### config.mk
export PLATFORM = sky130hd
export DESIGN_NAME = cfu_cmd_queue
export DESIGN_NICKNAME = d
export VERILOG_FILES = /design/src/rtl/cfu_cmd_queue.sv
export SDC_FILE = /design/constraint.sdc
export NUM_CORES = 1
export LEC_CHECK = 0
export CAP_MARGIN = 5
export CORE_MARGIN = 1.5
export CORE_UTILIZATION = 45
export DETAILED_ROUTE_END_ITERATION = 6
export PLACE_DENSITY = 0.65
export SETUP_SLACK_MARGIN = 0.5
export SKIP_CTS_REPAIR_TIMING = 1
export SYNTH_ARGS = -nofsm -noshare
export SYNTH_HDL_FRONTEND = slang
export SYNTH_SLANG_ARGS = --single-unit
### constraint.sdc
create_clock -name clk -period 7.2 [get_ports clk]
set_clock_uncertainty 0.1 [all_clocks]
set_input_delay 1.44 -clock clk [delete_from_list [all_inputs] [get_ports clk]]
set_output_delay 1.44 -clock clk [all_outputs]
set_load 0.03 [all_outputs]
### src/rtl/cfu_cmd_queue.sv
`default_nettype none
// ============================================================================
// Module      : cfu_cmd_queue
// Description : Command/response buffering stage in front of the PIM CFU.
//               Host commands are queued and issued to the CFU in order under
//               a credit limit. The credit limit guarantees that every CFU
//               response has a slot in the response FIFO. Each response is
//               stored with the function_id that produced it, so the host can
//               drain both together.
// Revision    : 1.0 - initial release
// ----------------------------------------------------------------------------
// Optional feature macro: CFU_POSTED_WRITE_EN
//   When defined, write commands (function_id[1:0] == 2'b01) are posted:
//   - their CFU response is consumed and dropped;
//   - they reserve no response-FIFO credit.
// ----------------------------------------------------------------------------
// Ports
//   clk, reset_n                 : clock (rising edge), async active-low reset
//   host_cmd_*                   : host command push (valid/ready + payload)
//   cfu_cmd_*                    : command issue towards the CFU
//   cfu_rsp_*                    : CFU response (ready is always 1)
//   host_rsp_*                   : buffered response + producing function_id
//   outstanding                  : commands issued, response not yet received
//   err_unexp                    : sticky, response seen with nothing in flight
//   idle                         : all FIFOs empty and nothing in flight
// ============================================================================
module cfu_cmd_queue #(
  parameter int DWIDTH   = 32,
  parameter int AWIDTH   = 10,
  parameter int CQ_DEPTH = 4,
  parameter int RQ_DEPTH = 4
) (
  input  logic                        clk,
  input  logic                        reset_n,
  // host command side
  input  logic                        host_cmd_valid,
  output logic                        host_cmd_ready,
  input  logic [AWIDTH-1:0]           host_cmd_function_id,
  input  logic [DWIDTH-1:0]           host_cmd_inputs_0,
  input  logic [DWIDTH-1:0]           host_cmd_inputs_1,
  // CFU command side
  output logic                        cfu_cmd_valid,
  input  logic                        cfu_cmd_ready,
  output logic [AWIDTH-1:0]           cfu_cmd_payload_function_id,
  output logic [DWIDTH-1:0]           cfu_cmd_payload_inputs_0,
  output logic [DWIDTH-1:0]           cfu_cmd_payload_inputs_1,
  // CFU response side
  input  logic                        cfu_rsp_valid,
  output logic                        cfu_rsp_ready,
  input  logic [DWIDTH-1:0]           cfu_rsp_payload_outputs_0,
  // host response side
  output logic                        host_rsp_valid,
  input  logic                        host_rsp_ready,
  output logic [DWIDTH-1:0]           host_rsp_data,
  output logic [AWIDTH-1:0]           host_rsp_function_id,
  // status
  output logic [$clog2(RQ_DEPTH):0]   outstanding,
  output logic                        err_unexp,
  output logic                        idle
);

  localparam int c_cq_pw = $clog2(CQ_DEPTH);     // command FIFO pointer width
  localparam int c_rq_pw = $clog2(RQ_DEPTH);     // response/tag pointer width
  localparam int c_cq_cw = c_cq_pw + 1;          // command FIFO count width
  localparam int c_rq_cw = c_rq_pw + 1;          // response count / credit width

  // --------------------------------------------------------------------------
  // State
  // --------------------------------------------------------------------------
  logic [AWIDTH-1:0]  r_cq_fid  [CQ_DEPTH];
  logic [DWIDTH-1:0]  r_cq_in0  [CQ_DEPTH];
  logic [DWIDTH-1:0]  r_cq_in1  [CQ_DEPTH];
  logic [c_cq_pw-1:0] r_cq_wptr;
  logic [c_cq_pw-1:0] r_cq_rptr;
  logic [c_cq_cw-1:0] r_cq_count;

  // Tag FIFO: its occupancy is exactly the outstanding count.
  logic [AWIDTH-1:0]  r_tag_fid [RQ_DEPTH];
  logic [c_rq_pw-1:0] r_tag_wptr;
  logic [c_rq_pw-1:0] r_tag_rptr;
  logic [c_rq_cw-1:0] r_outstanding;

  logic [AWIDTH-1:0]  r_rq_fid  [RQ_DEPTH];
  logic [DWIDTH-1:0]  r_rq_data [RQ_DEPTH];
  logic [c_rq_pw-1:0] r_rq_wptr;
  logic [c_rq_pw-1:0] r_rq_rptr;
  logic [c_rq_cw-1:0] r_rq_count;

  logic               r_err_unexp;

`ifdef CFU_POSTED_WRITE_EN
  logic               r_tag_drop [RQ_DEPTH];
`endif

  // --------------------------------------------------------------------------
  // Handshake and credit decode
  // --------------------------------------------------------------------------
  logic               w_cq_empty;
  logic               w_cq_full;
  logic               w_cq_push;
  logic [c_rq_cw:0]   w_credit_sum;
  logic               w_credit_ok;
  logic               w_issue_ok;
  logic               w_cmd_valid;
  logic               w_issue;
  logic               w_rsp_hit;
  logic               w_rsp_unexp;
  logic               w_rq_push;
  logic               w_rq_pop;
  logic               w_rsp_valid;

  assign w_cq_empty = (r_cq_count == '0);
  assign w_cq_full  = (r_cq_count == c_cq_cw'(CQ_DEPTH));
  assign w_cq_push  = host_cmd_valid && !w_cq_full;

  // One extra bit so the sum of two full-scale counts cannot wrap.
  assign w_credit_sum = {1'b0, r_outstanding} + {1'b0, r_rq_count};
  assign w_credit_ok  = (w_credit_sum < (c_rq_cw + 1)'(RQ_DEPTH));

`ifdef CFU_POSTED_WRITE_EN
  logic w_head_posted;
  logic w_tag_head_drop;
  assign w_head_posted   = (r_cq_fid[r_cq_rptr][1:0] == 2'b01);
  assign w_tag_head_drop = r_tag_drop[r_tag_rptr];
  // A posted write needs only a tag slot, not a response slot.
  assign w_issue_ok = w_head_posted ? (r_outstanding < c_rq_cw'(RQ_DEPTH))
                                    : w_credit_ok;
  assign w_rq_push  = w_rsp_hit && !w_tag_head_drop;
`else
  assign w_issue_ok = w_credit_ok;
  assign w_rq_push  = w_rsp_hit;
`endif

  assign w_cmd_valid = !w_cq_empty && w_issue_ok;
  assign w_issue     = w_cmd_valid && cfu_cmd_ready;

  // Response space is guaranteed by the credit rule, so always accept.
  assign w_rsp_hit   = cfu_rsp_valid && (r_outstanding != '0);
  assign w_rsp_unexp = cfu_rsp_valid && (r_outstanding == '0);

  assign w_rsp_valid = (r_rq_count != '0);
  assign w_rq_pop    = w_rsp_valid && host_rsp_ready;

  // --------------------------------------------------------------------------
  // Command FIFO
  // --------------------------------------------------------------------------
  always_ff @(posedge clk or negedge reset_n) begin
    if (!reset_n) begin
      for (int i = 0; i < CQ_DEPTH; i++) begin
        r_cq_fid[i] <= '0;
        r_cq_in0[i] <= '0;
        r_cq_in1[i] <= '0;
      end
      r_cq_wptr  <= '0;
      r_cq_rptr  <= '0;
      r_cq_count <= '0;
    end else begin
      if (w_cq_push) begin
        r_cq_fid[r_cq_wptr] <= host_cmd_function_id;
        r_cq_in0[r_cq_wptr] <= host_cmd_inputs_0;
        r_cq_in1[r_cq_wptr] <= host_cmd_inputs_1;
        r_cq_wptr           <= r_cq_wptr + 1'b1;
      end
      if (w_issue) begin
        r_cq_rptr <= r_cq_rptr + 1'b1;
      end
      case ({w_cq_push, w_issue})
        2'b10:   r_cq_count <= r_cq_count + 1'b1;
        2'b01:   r_cq_count <= r_cq_count - 1'b1;
        default: r_cq_count <= r_cq_count;
      endcase
    end
  end

  // --------------------------------------------------------------------------
  // Tag FIFO and outstanding counter
  // --------------------------------------------------------------------------
  always_ff @(posedge clk or negedge reset_n) begin
    if (!reset_n) begin
      for (int i = 0; i < RQ_DEPTH; i++) begin
        r_tag_fid[i] <= '0;
`ifdef CFU_POSTED_WRITE_EN
        r_tag_drop[i] <= 1'b0;
`endif
      end
      r_tag_wptr    <= '0;
      r_tag_rptr    <= '0;
      r_outstanding <= '0;
    end else begin
      if (w_issue) begin
        r_tag_fid[r_tag_wptr] <= r_cq_fid[r_cq_rptr];
`ifdef CFU_POSTED_WRITE_EN
        r_tag_drop[r_tag_wptr] <= w_head_posted;
`endif
        r_tag_wptr <= r_tag_wptr + 1'b1;
      end
      if (w_rsp_hit) begin
        r_tag_rptr <= r_tag_rptr + 1'b1;
      end
      case ({w_issue, w_rsp_hit})
        2'b10:   r_outstanding <= r_outstanding + 1'b1;
        2'b01:   r_outstanding <= r_outstanding - 1'b1;
        default: r_outstanding <= r_outstanding;
      endcase
    end
  end

  // --------------------------------------------------------------------------
  // Response FIFO
  // --------------------------------------------------------------------------
  always_ff @(posedge clk or negedge reset_n) begin
    if (!reset_n) begin
      for (int i = 0; i < RQ_DEPTH; i++) begin
        r_rq_fid[i]  <= '0;
        r_rq_data[i] <= '0;
      end
      r_rq_wptr  <= '0;
      r_rq_rptr  <= '0;
      r_rq_count <= '0;
    end else begin
      if (w_rq_push) begin
        r_rq_fid[r_rq_wptr]  <= r_tag_fid[r_tag_rptr];
        r_rq_data[r_rq_wptr] <= cfu_rsp_payload_outputs_0;
        r_rq_wptr            <= r_rq_wptr + 1'b1;
      end
      if (w_rq_pop) begin
        r_rq_rptr <= r_rq_rptr + 1'b1;
      end
      case ({w_rq_push, w_rq_pop})
        2'b10:   r_rq_count <= r_rq_count + 1'b1;
        2'b01:   r_rq_count <= r_rq_count - 1'b1;
        default: r_rq_count <= r_rq_count;
      endcase
    end
  end

  // --------------------------------------------------------------------------
  // Sticky unexpected-response flag
  // --------------------------------------------------------------------------
  always_ff @(posedge clk or negedge reset_n) begin
    if (!reset_n) begin
      r_err_unexp <= 1'b0;
    end else if (w_rsp_unexp) begin
      r_err_unexp <= 1'b1;
    end
  end

  // --------------------------------------------------------------------------
  // Outputs
  // --------------------------------------------------------------------------
  assign host_cmd_ready              = !w_cq_full;
  assign cfu_cmd_valid               = w_cmd_valid;
  assign cfu_cmd_payload_function_id = r_cq_fid[r_cq_rptr];
  assign cfu_cmd_payload_inputs_0    = r_cq_in0[r_cq_rptr];
  assign cfu_cmd_payload_inputs_1    = r_cq_in1[r_cq_rptr];
  assign cfu_rsp_ready               = 1'b1;
  assign host_rsp_valid              = w_rsp_valid;
  assign host_rsp_data               = r_rq_data[r_rq_rptr];
  assign host_rsp_function_id        = r_rq_fid[r_rq_rptr];
  assign outstanding                 = r_outstanding;
  assign err_unexp                   = r_err_unexp;
  assign idle                        = w_cq_empty && !w_rsp_valid &&
                                       (r_outstanding == '0);

endmodule
`default_nettype wire

== After elaboration in Yosys (flattened, before gate mapping) ==
Index checks and enable logic that the tools add are counted.
Storage, ports and cells
  register bits: 526
  input bits: 112
  output and inout port bits: 125
  logic and storage cells: 128
Cells by class
  add/sub/neg operators: 13
  magnitude comparators: 10
  eq/ne operators: 7
  multiplexer cells: 37
  bitwise operators: 6
  reduce and logical (&&, ||, !) cells: 21
Operators with widths (number)
  $bwmux W128: 3
  $mux W32: 8
  $bmux W32 S2: 3
  $demux W32 S2: 2
  $bwmux W40: 3
  $mux W10: 9
  $bmux W10 S2: 3
  $demux W10 S2: 3
  $ge A3 B3 Y1 const B: 6
  $not A2 Y3: 6
  $pmux W3 S2: 3
  $add A2 B1 Y2 const B: 6
  $logic_and A1 B1 Y1: 11
  $add A3 B1 Y3 const B: 3
  $lt A3 B1 Y1 const B: 3
  $sub A3 B1 Y3 const B: 3
  $eq A2 B1 Y1 const B: 3
  $eq A2 B2 Y1 const B: 3
  $logic_not A3 Y1: 2
  $reduce_bool A2 Y1: 3
  $reduce_bool A3 Y1: 2
  $add A3 B3 Y4: 1
  $lt A4 B3 Y1 const B: 1
  $eq A3 B3 Y1 const B: 1
  $logic_not A1 Y1: 3

== Depth between registers and ports, before layout ==
Gate-level depths: netlist of run 1.
  depth after elaboration: 6
  gate-level depth with buffers: 10

== Worst setup path before layout of run 1 ==
No wires, ideal clock.
  path type: register to output
  start point: register r_outstanding[2], in the netlist outstanding[2]
  end point: output cfu_cmd_valid
  arrival: 1.651 ns
  required time: 5.660 ns
  path slack: 4.009 ns
  cell stages (with the launch flop): 4
  cell sequence: dfrtp_1 > ha_1 > nor3_2 > and3_1
On the way
  cells in the longest elaborated chain, start to end: 3
Ends and longest elaborated chain
  start, declared: RTL line 81  | logic [c_rq_cw-1:0] r_outstanding;
  start signal, assigned: RTL line 201  | 2'b10: r_outstanding <= r_outstanding + 1'b1;
  start signal, assigned: RTL line 202  | 2'b01: r_outstanding <= r_outstanding - 1'b1;
  start signal, assigned: RTL line 203  | default: r_outstanding <= r_outstanding;
  $add A3 B3 Y4: RTL line 117  | assign w_credit_sum = {1'b0, r_outstanding} + {1'b0, r_rq_count};
  $lt A4 B3 Y1: RTL line 118  | assign w_credit_ok = (w_credit_sum < (c_rq_cw + 1)'(RQ_DEPTH));
  $logic_and A1 B1 Y1: RTL line 134  | assign w_cmd_valid = !w_cq_empty && w_issue_ok;
  end, declared: RTL line 42  | output logic cfu_cmd_valid,
Every way passes these cells.

== Final worst setup path of run 1 ==
  start point: register r_cq_rptr[0]
  end point: output cfu_cmd_payload_function_id[4]
On the way
  cells in the longest elaborated chain, start to end: 4
Ends and longest elaborated chain
  start, declared: RTL line 74  | logic [c_cq_pw-1:0] r_cq_rptr;
  start signal, assigned: RTL line 165  | r_cq_rptr <= r_cq_rptr + 1'b1;
  $not A2 Y3 (not written as such): RTL line 253  | assign cfu_cmd_payload_function_id = r_cq_fid[r_cq_rptr];
  $bmux W10 S2: RTL line 253
  $mux W10 (not written as such) (2 in a row): RTL line 253
  end, declared: RTL line 44  | output logic [AWIDTH-1:0] cfu_cmd_payload_function_id,
Every way passes these cells. The select of a mux whose other input is x is not followed.

==> results of run 1 <==
## layer usage
metal,vias up,global-route usage,share of wire
met4,14,0.04966,0.019
li1,5424,-,-
met5,-,0,0.0019
met3,74,0.04186,0.047
met2,214,0.3033,0.48
met1,6632,0.2596,0.45
## kinds of logic after synthesis
kind of cell | after synthesis | share of synthesized area
muxes | 634 | 0.3892
DFF | 526 | 0.5417
buffers and inverters | 100 | 0.03872
and+or+nand+nor | 31 | 0.009372
adders and majority gates | 20 | 0.01123
xor gates and xnor gates | 18 | 0.006488
AOI/OAI and AO/OA | 9 | 0.003141
other | 1 | 0.0001543
## synthesized netlist by cell type, drive strengths merged, types with 3 or more instances
| master | n | share of area |
|---|---|---|
| xnor2 | 10 | 0.0036 |
| buf | 69 | 0.034 |
| inv | 18 | 0.0028 |
| or3 | 3 | 0.00077 |
| mux4 | 126 | 0.12 |
| nor2 | 3 | 0.00046 |
| o311a | 5 | 0.0021 |
| mux2 | 506 | 0.27 |
| xor2 | 8 | 0.0029 |
| clkbuf | 13 | 0.0020 |
| fa | 3 | 0.0025 |
| dfrtp | 526 | 0.54 |
| ha | 17 | 0.0088 |
| nand3 | 11 | 0.0051 |
| nand2 | 8 | 0.0012 |
## power groups by stage
stage	clock, µW	sequential (µW)	combinational (µW)
floorplan	0	5000	6000
global placement	0	5410	7770
detailed placement	0	5480	7890
CTS	2940	5460	7910
global route	3060	5680	8230
finish	2850	5460	7790
## cell type report
cell class | count | area [µm²] | area share
clock inverter | 16 | 151.4 | 0.005286
clock buffer | 85 | 1672 | 0.05836
multi-input combinational | 713 | 10200 | 0.3563
inverter | 18 | 67.56 | 0.002359
antenna | 1 | 2.502 | 0.00008737
sequential | 526 | 13170 | 0.4599
timing repair buffer | 252 | 2510 | 0.08763
tap | 688 | 860.8 | 0.03006
## state kept, by name, indices dropped and copies added, names as in the netlist, 3 cells and up
name,flops
r_rq_fid,40
r_tag_fid,40
r_cq_fid,40
r_cq_count,3
r_cq_in1,128
r_rq_count,3
outstanding,3
r_rq_data,128
r_cq_in0,128
## worst paths after layout
| check | to | slack [ns] | cells after the start |
|---|---|---|---|
| worst max-delay path | cfu_cmd_payload_function_id[4] | 2.25 | 3 |
| worst min-delay path | err_unexp$_DFFE_PN0P_ | 0.37 | 1 |
| worst max register to register | r_cq_fid[3]$_DFFE_PN0P_ | 3.94 | 4 |
| worst min register to register | err_unexp$_DFFE_PN0P_ | 0.37 | 1 |
| max in group asynchronous | r_cq_in1[21]$_DFFE_PN0P_ | 4.60 | 2 |
| min in group asynchronous | r_rq_data[47]$_DFFE_PN0P_ | 0.81 | 1 |
## metrics by stage
step	setup WS (ns)	power [µW]	util	cells	cell area [µm²]
final	2.246	16100	0.5407	2299	28640
after global routing	2.007	16970	0.5407	2298	28640
after CTS	2.073	16310	0.5407	2298	28640
after detailed placement	2.744	13370	0.5062	2197	26820
after global placement	2.772	13180	0.5062	2197	26820
after floorplan	4.009	11000	-	1339	24300
==> reports/results.ini, run 1 <==
[setup_path]
cp_slowest_stage_delay_ns=0.88
critPathLaunchType=register
crit_path_max_fanout=31
crit_required_ns=5.66
path_cells=buf_4 > mux4_2 > clkdlybuf4s50_1
crit_arrival_ns=3.41
crit_buf_inv=2
crit_type=register to output pin
critical-path-slowest-cell=dfrtp_4
r2r-start=r_cq_count[2]$_DFFE_PN0P_
cpLargestDelayFamily=buffers and inverters
crit_path_end_kind=output pin
crit_start=r_cq_rptr[0]$_DFFE_PN0P_

[synthesis]
syn_area_mm2=0.02430
ys.flop_type=dfrtp_1
syn_area_per_cell_um2=18.15
synth_cells=1339
synthArstFlopShare=1.000
yosysSeqAreaShare=0.5417
synth_nets=1471
synth_edf_count=0
yosysWarnings=0
yosysUniqueCellTypes=33
synth_seq_cells=526

[route]
ant_nets=0
finalWirelength_um=50890
drt_iter0_markers=634
post_drt_via_cell_ratio=5.375
wire_per_inst_um=22.14
vias=12360
first_pass_iters=4
drc_errors=0

[sta]
setup_viol=0
slew_violations=0
fmaxAchievable_mhz=201.9
hold_ws_ns=0.3709
finalCriticalPeriod_ns=4.954
tns_ns=0
worstMarginPinSlew_ns=1.066
rsz0062_at_grt=no
relSlewSlack=0.2891
fin_crit_sh=0.6880
hold_viol=0

[min_path]
worstHoldStart=err_unexp$_DFFE_PN0P_
hp-class=register to register

[finish]
nFillCells=4301
areaGrowthSynthToFinish_pct=17.87
drive_gt1_frac=0.4683
mostFrequentLayoutCell=dfrtp_1
nets=1699
final_cell_mix=dfrtp_1 (522), mux2_2 (266), mux2_4 (240), clkdlybuf4s50_1 (234), mux4_2 (126)

[power_and_ir_drop]
ir_worst_vdd_mv=0.3974
internal_power_uw=10450
power_density_mw_per_mm2=562.0
p_leak_uw=0.01285
power_switching_uw=5641
pwr-share-clk=0.177
power_frac_seq=0.339
pwr-share-comb=0.484
p_sw_frac=0.3505

[floorplanning]
die_w_um=235.4
die-area_mm2=0.05540
initial_core_util=0.4587
core_region_area_mm2=0.05297
num_rows=84
die_h_um=235.4
io_pins=237

[global_route]
grt_usage=0.1887
grt_max_degree=183
grt_pass1_wl_um=82560
gr-total-overflow=0
antenna_found_initial=9
grt_pass1_vias=13830

[placed_design]
hpwl_um=30330
io_buffers=235
place_congestion=0.6974

[clock_network]
cts_htree_levels=2
cts.path.max_buffers=3
clk_latency_ns=0.60
cts_made_buffers=56
cts.sinks=526
clkTransAtPathRegs_ns=0.06
cts_tree=yes
root_buffer=clkbuf_16

[status]
status=complete, no violations

[job]
drv_cap=0

No activity file was read; power rests on OpenSTA's default activity.
==> inputs of run 2 (changes only) <==
--- a/config.mk
+++ b/config.mk
@@ -9,7 +9,7 @@
 export CORE_MARGIN = 1.5
 export CORE_UTILIZATION = 45
 export DETAILED_ROUTE_END_ITERATION = 6
-export PLACE_DENSITY = 0.65
+export PLACE_DENSITY = 0.68
 export SETUP_SLACK_MARGIN = 0.5
 export SKIP_CTS_REPAIR_TIMING = 1
 export SYNTH_ARGS = -nofsm -noshare
==> constraint.sdc (replaced) <==
create_clock -name clk -period 4.55 [get_ports clk]
set_clock_uncertainty 0.1 [all_clocks]
set_input_delay 0.91 -clock clk [delete_from_list [all_inputs] [get_ports clk]]
set_output_delay 0.91 -clock clk [all_outputs]
set_load 0.03 [all_outputs]
==> run 2 against run 1 <==
Effect of this change: utilization grew 0.87 points; worst hold slack worse by 0.076 ns; critical path depth did not move; design area is 1.6% higher; clock power up 71%; routed wire length grew 0.88%; setup slack worse by 1.6 ns; flip-flop and latch count unchanged; sequential share of layout area is 0.73 points lower; die area stayed put; first-iteration DRC count decreased by 13%; cell count is 1.0% higher; critical path type unchanged; largest cell class unchanged; largest power group unchanged; highest routed layer unchanged.
==> reports/results.ini, run 2 (synthesis gave the netlist of run 1 again) <==
[finish]
nets=1721  ; +1.3%
stdcell_area_mm2=0.02910  ; +1.6%
drive_gt1_frac=0.4776  ; +0.009326
mostFrequentLayoutCell=dfrtp_1
final_cell_mix=dfrtp_1 (522), mux2_2 (266), mux2_4 (240), clkdlybuf4s50_1 (234), mux4_2 (126)
areaGrowthSynthToFinish_pct=19.78
top_regs=r_cq_in0: 128 flops, r_cq_in1: 128 flops, r_rq_data: 128 flops

[floorplanning]
core_region_area_mm2=0.05297  ; unchanged
io_pins=237  ; unchanged
die_w_um=235.4  ; unchanged
die-area_mm2=0.05540  ; unchanged
num_rows=84  ; unchanged
initial_core_util=0.4587  ; unchanged
die_h_um=235.4  ; unchanged

[sta]
worstMarginPinSlew_ns=1.012  ; -0.05434 ns
rsz0062_at_grt=no
fmaxAchievable_mhz=257.8
hold_viol=0  ; unchanged
relSlewSlack=0.3253  ; +0.03622
finalCriticalPeriod_ns=3.878
fin_crit_sh=0.8524
setup_viol=0  ; unchanged
tns_ns=0  ; unchanged
slew_violations=0  ; unchanged
layout_setup_ws_ns=0.6716  ; -1.575 ns

[power_and_ir_drop]
power_switching_uw=9048  ; +60%
power_frac_seq=0.330  ; -0.009
pwr-share-comb=0.483  ; about the same
internal_power_uw=16990  ; +63%
p_leak_uw=0.01309  ; +1.8%
power_uw=26040  ; +62%
power_density_mw_per_mm2=894.6  ; +59%
pwr-share-clk=0.187  ; +0.010
ir_worst_vdd_mv=0.4440  ; +12%
p_sw_frac=0.3475  ; -0.003002

[route]
first_pass_iters=4  ; unchanged
drc_errors=0  ; unchanged
post_drt_via_cell_ratio=5.370  ; -0.10%
ant_nets=0  ; unchanged
vias=12470  ; +0.94%
wire_per_inst_um=22.10  ; -0.16%
drt_iter0_markers=554  ; -13%
finalWirelength_um=51340  ; +0.88%

[global_route]
antenna_found_initial=6  ; -3
grt_util_met1=0.2574  ; -0.002210
grt_usage=0.1890  ; +0.0003711
grt_pass1_vias=14050  ; +1.6%
use_met3=0.04855  ; +0.006684
use_met2=0.3033  ; unchanged
grt-busiest-layer=met2
grt_pass1_wl_um=82890  ; +0.40%
gr-total-overflow=0  ; unchanged
grt_max_degree=124  ; -32%

[placed_design]
place_congestion=0.7416  ; +6.3%
io_buffers=235  ; unchanged
hpwl_um=32390  ; +6.8%
place_area_mm2=0.02709  ; +1.0%
dpl_worst_slack_ns=1.048  ; -1.697 ns

[setup_path]
crit_required_ns=3.54  ; -2.12 ns
crit_path_end_kind=output pin
crit_type=register to output pin
critPathLaunchType=register
crit_path_max_fanout=17  ; -45%
crit_arrival_ns=2.87  ; -0.54 ns
r2r_setup_slack_ns=1.45  ; -2.49 ns

[clock_network]
cts.path.max_buffers=3  ; unchanged
cts_tree=yes
clk_latency_ns=0.62  ; +0.02 ns
cts_made_buffers=56  ; unchanged
root_buffer=clkbuf_16
cts_htree_levels=2  ; unchanged
cts.sinks=526  ; unchanged
clkTransAtPathRegs_ns=0.06  ; about the same

[min_path]
hp-class=input pin to asynchronous set/reset pin

[job]
drv_cap=0  ; unchanged

[status]
status=complete, no violations

run 2: cell count changes in the layout (fill, tap and decap cells not counted), moves of 3 or more:
cell       before  now
buf_12          2   11
clkbuf_8       14    9
clkbuf_1       14   11
buf_4          15   26
bufinv_16       2   10
clkinv_2        8   11
run 2: metal layers:
layer	wire length, µm	vias to the layer above
met1	22580	6678
met3	2898	78
met4	964	10
met5	66	-
li1	-	5476
met2	24830	232
run 2: critical path, cell delays in order (launching register included):
cell             delay [ns]
dfrtp_4                0.64
buf_4                  0.41
mux4_2                 0.57
clkdlybuf4s50_1        0.63
run 2: worst paths after layout:
path	start	to	depth (start not counted)
setup reg to reg	outstanding[2]$_DFFE_PN0P_	r_cq_count[2]$_DFFE_PN0P_	10
setup / recovery	r_cq_rptr[0]$_DFFE_PN0P_	cfu_cmd_payload_inputs_0[19]	3
hold reg to reg	err_unexp$_DFFE_PN0P_	err_unexp$_DFFE_PN0P_	1
min in group clk	err_unexp$_DFFE_PN0P_	err_unexp$_DFFE_PN0P_	1
hold / removal	reset_n	r_rq_data[51]$_DFFE_PN0P_	1
max in group asynchronous	reset_n	r_cq_in0[89]$_DFFE_PN0P_	2
run 2: layout make-up:
| type | instances | area (µm²) |
|---|---|---|
| clock buffers | 76 | 1567 |
| repair buffers | 274 | 2811 |
| well taps | 688 | 860.8 |
| clock inverters | 26 | 415.4 |
| fillers | 4240 | 23870 |
| flip-flops and latches | 526 | 13170 |
| diodes | 2 | 5.005 |
| multi-input cells | 713 | 10200 |
| inverters | 18 | 67.56 |
run 2: power by group through the flow:
stage	clock network (µW)	logic, µW	registers [µW]
2_1_floorplan	0	9500	7920
3_3_place_gp	0	12400	8550
3_5_place_dp	0	12700	8630
4_1_cts	5020	12700	8600
5_1_grt	5210	13300	8880
6_report	4880	12600	8590
run 2: metrics by stage:
stage / hold WS (ns) / instances / util
floorplan: 0.3588 / 1339 / -
global placement: 0.3799 / 2218 / 0.5113
detailed placement: 0.3809 / 2218 / 0.5113
CTS: 0.3328 / 2320 / 0.5488
global route: 0.3690 / 2322 / 0.5494
finish: 0.2947 / 2323 / 0.5494
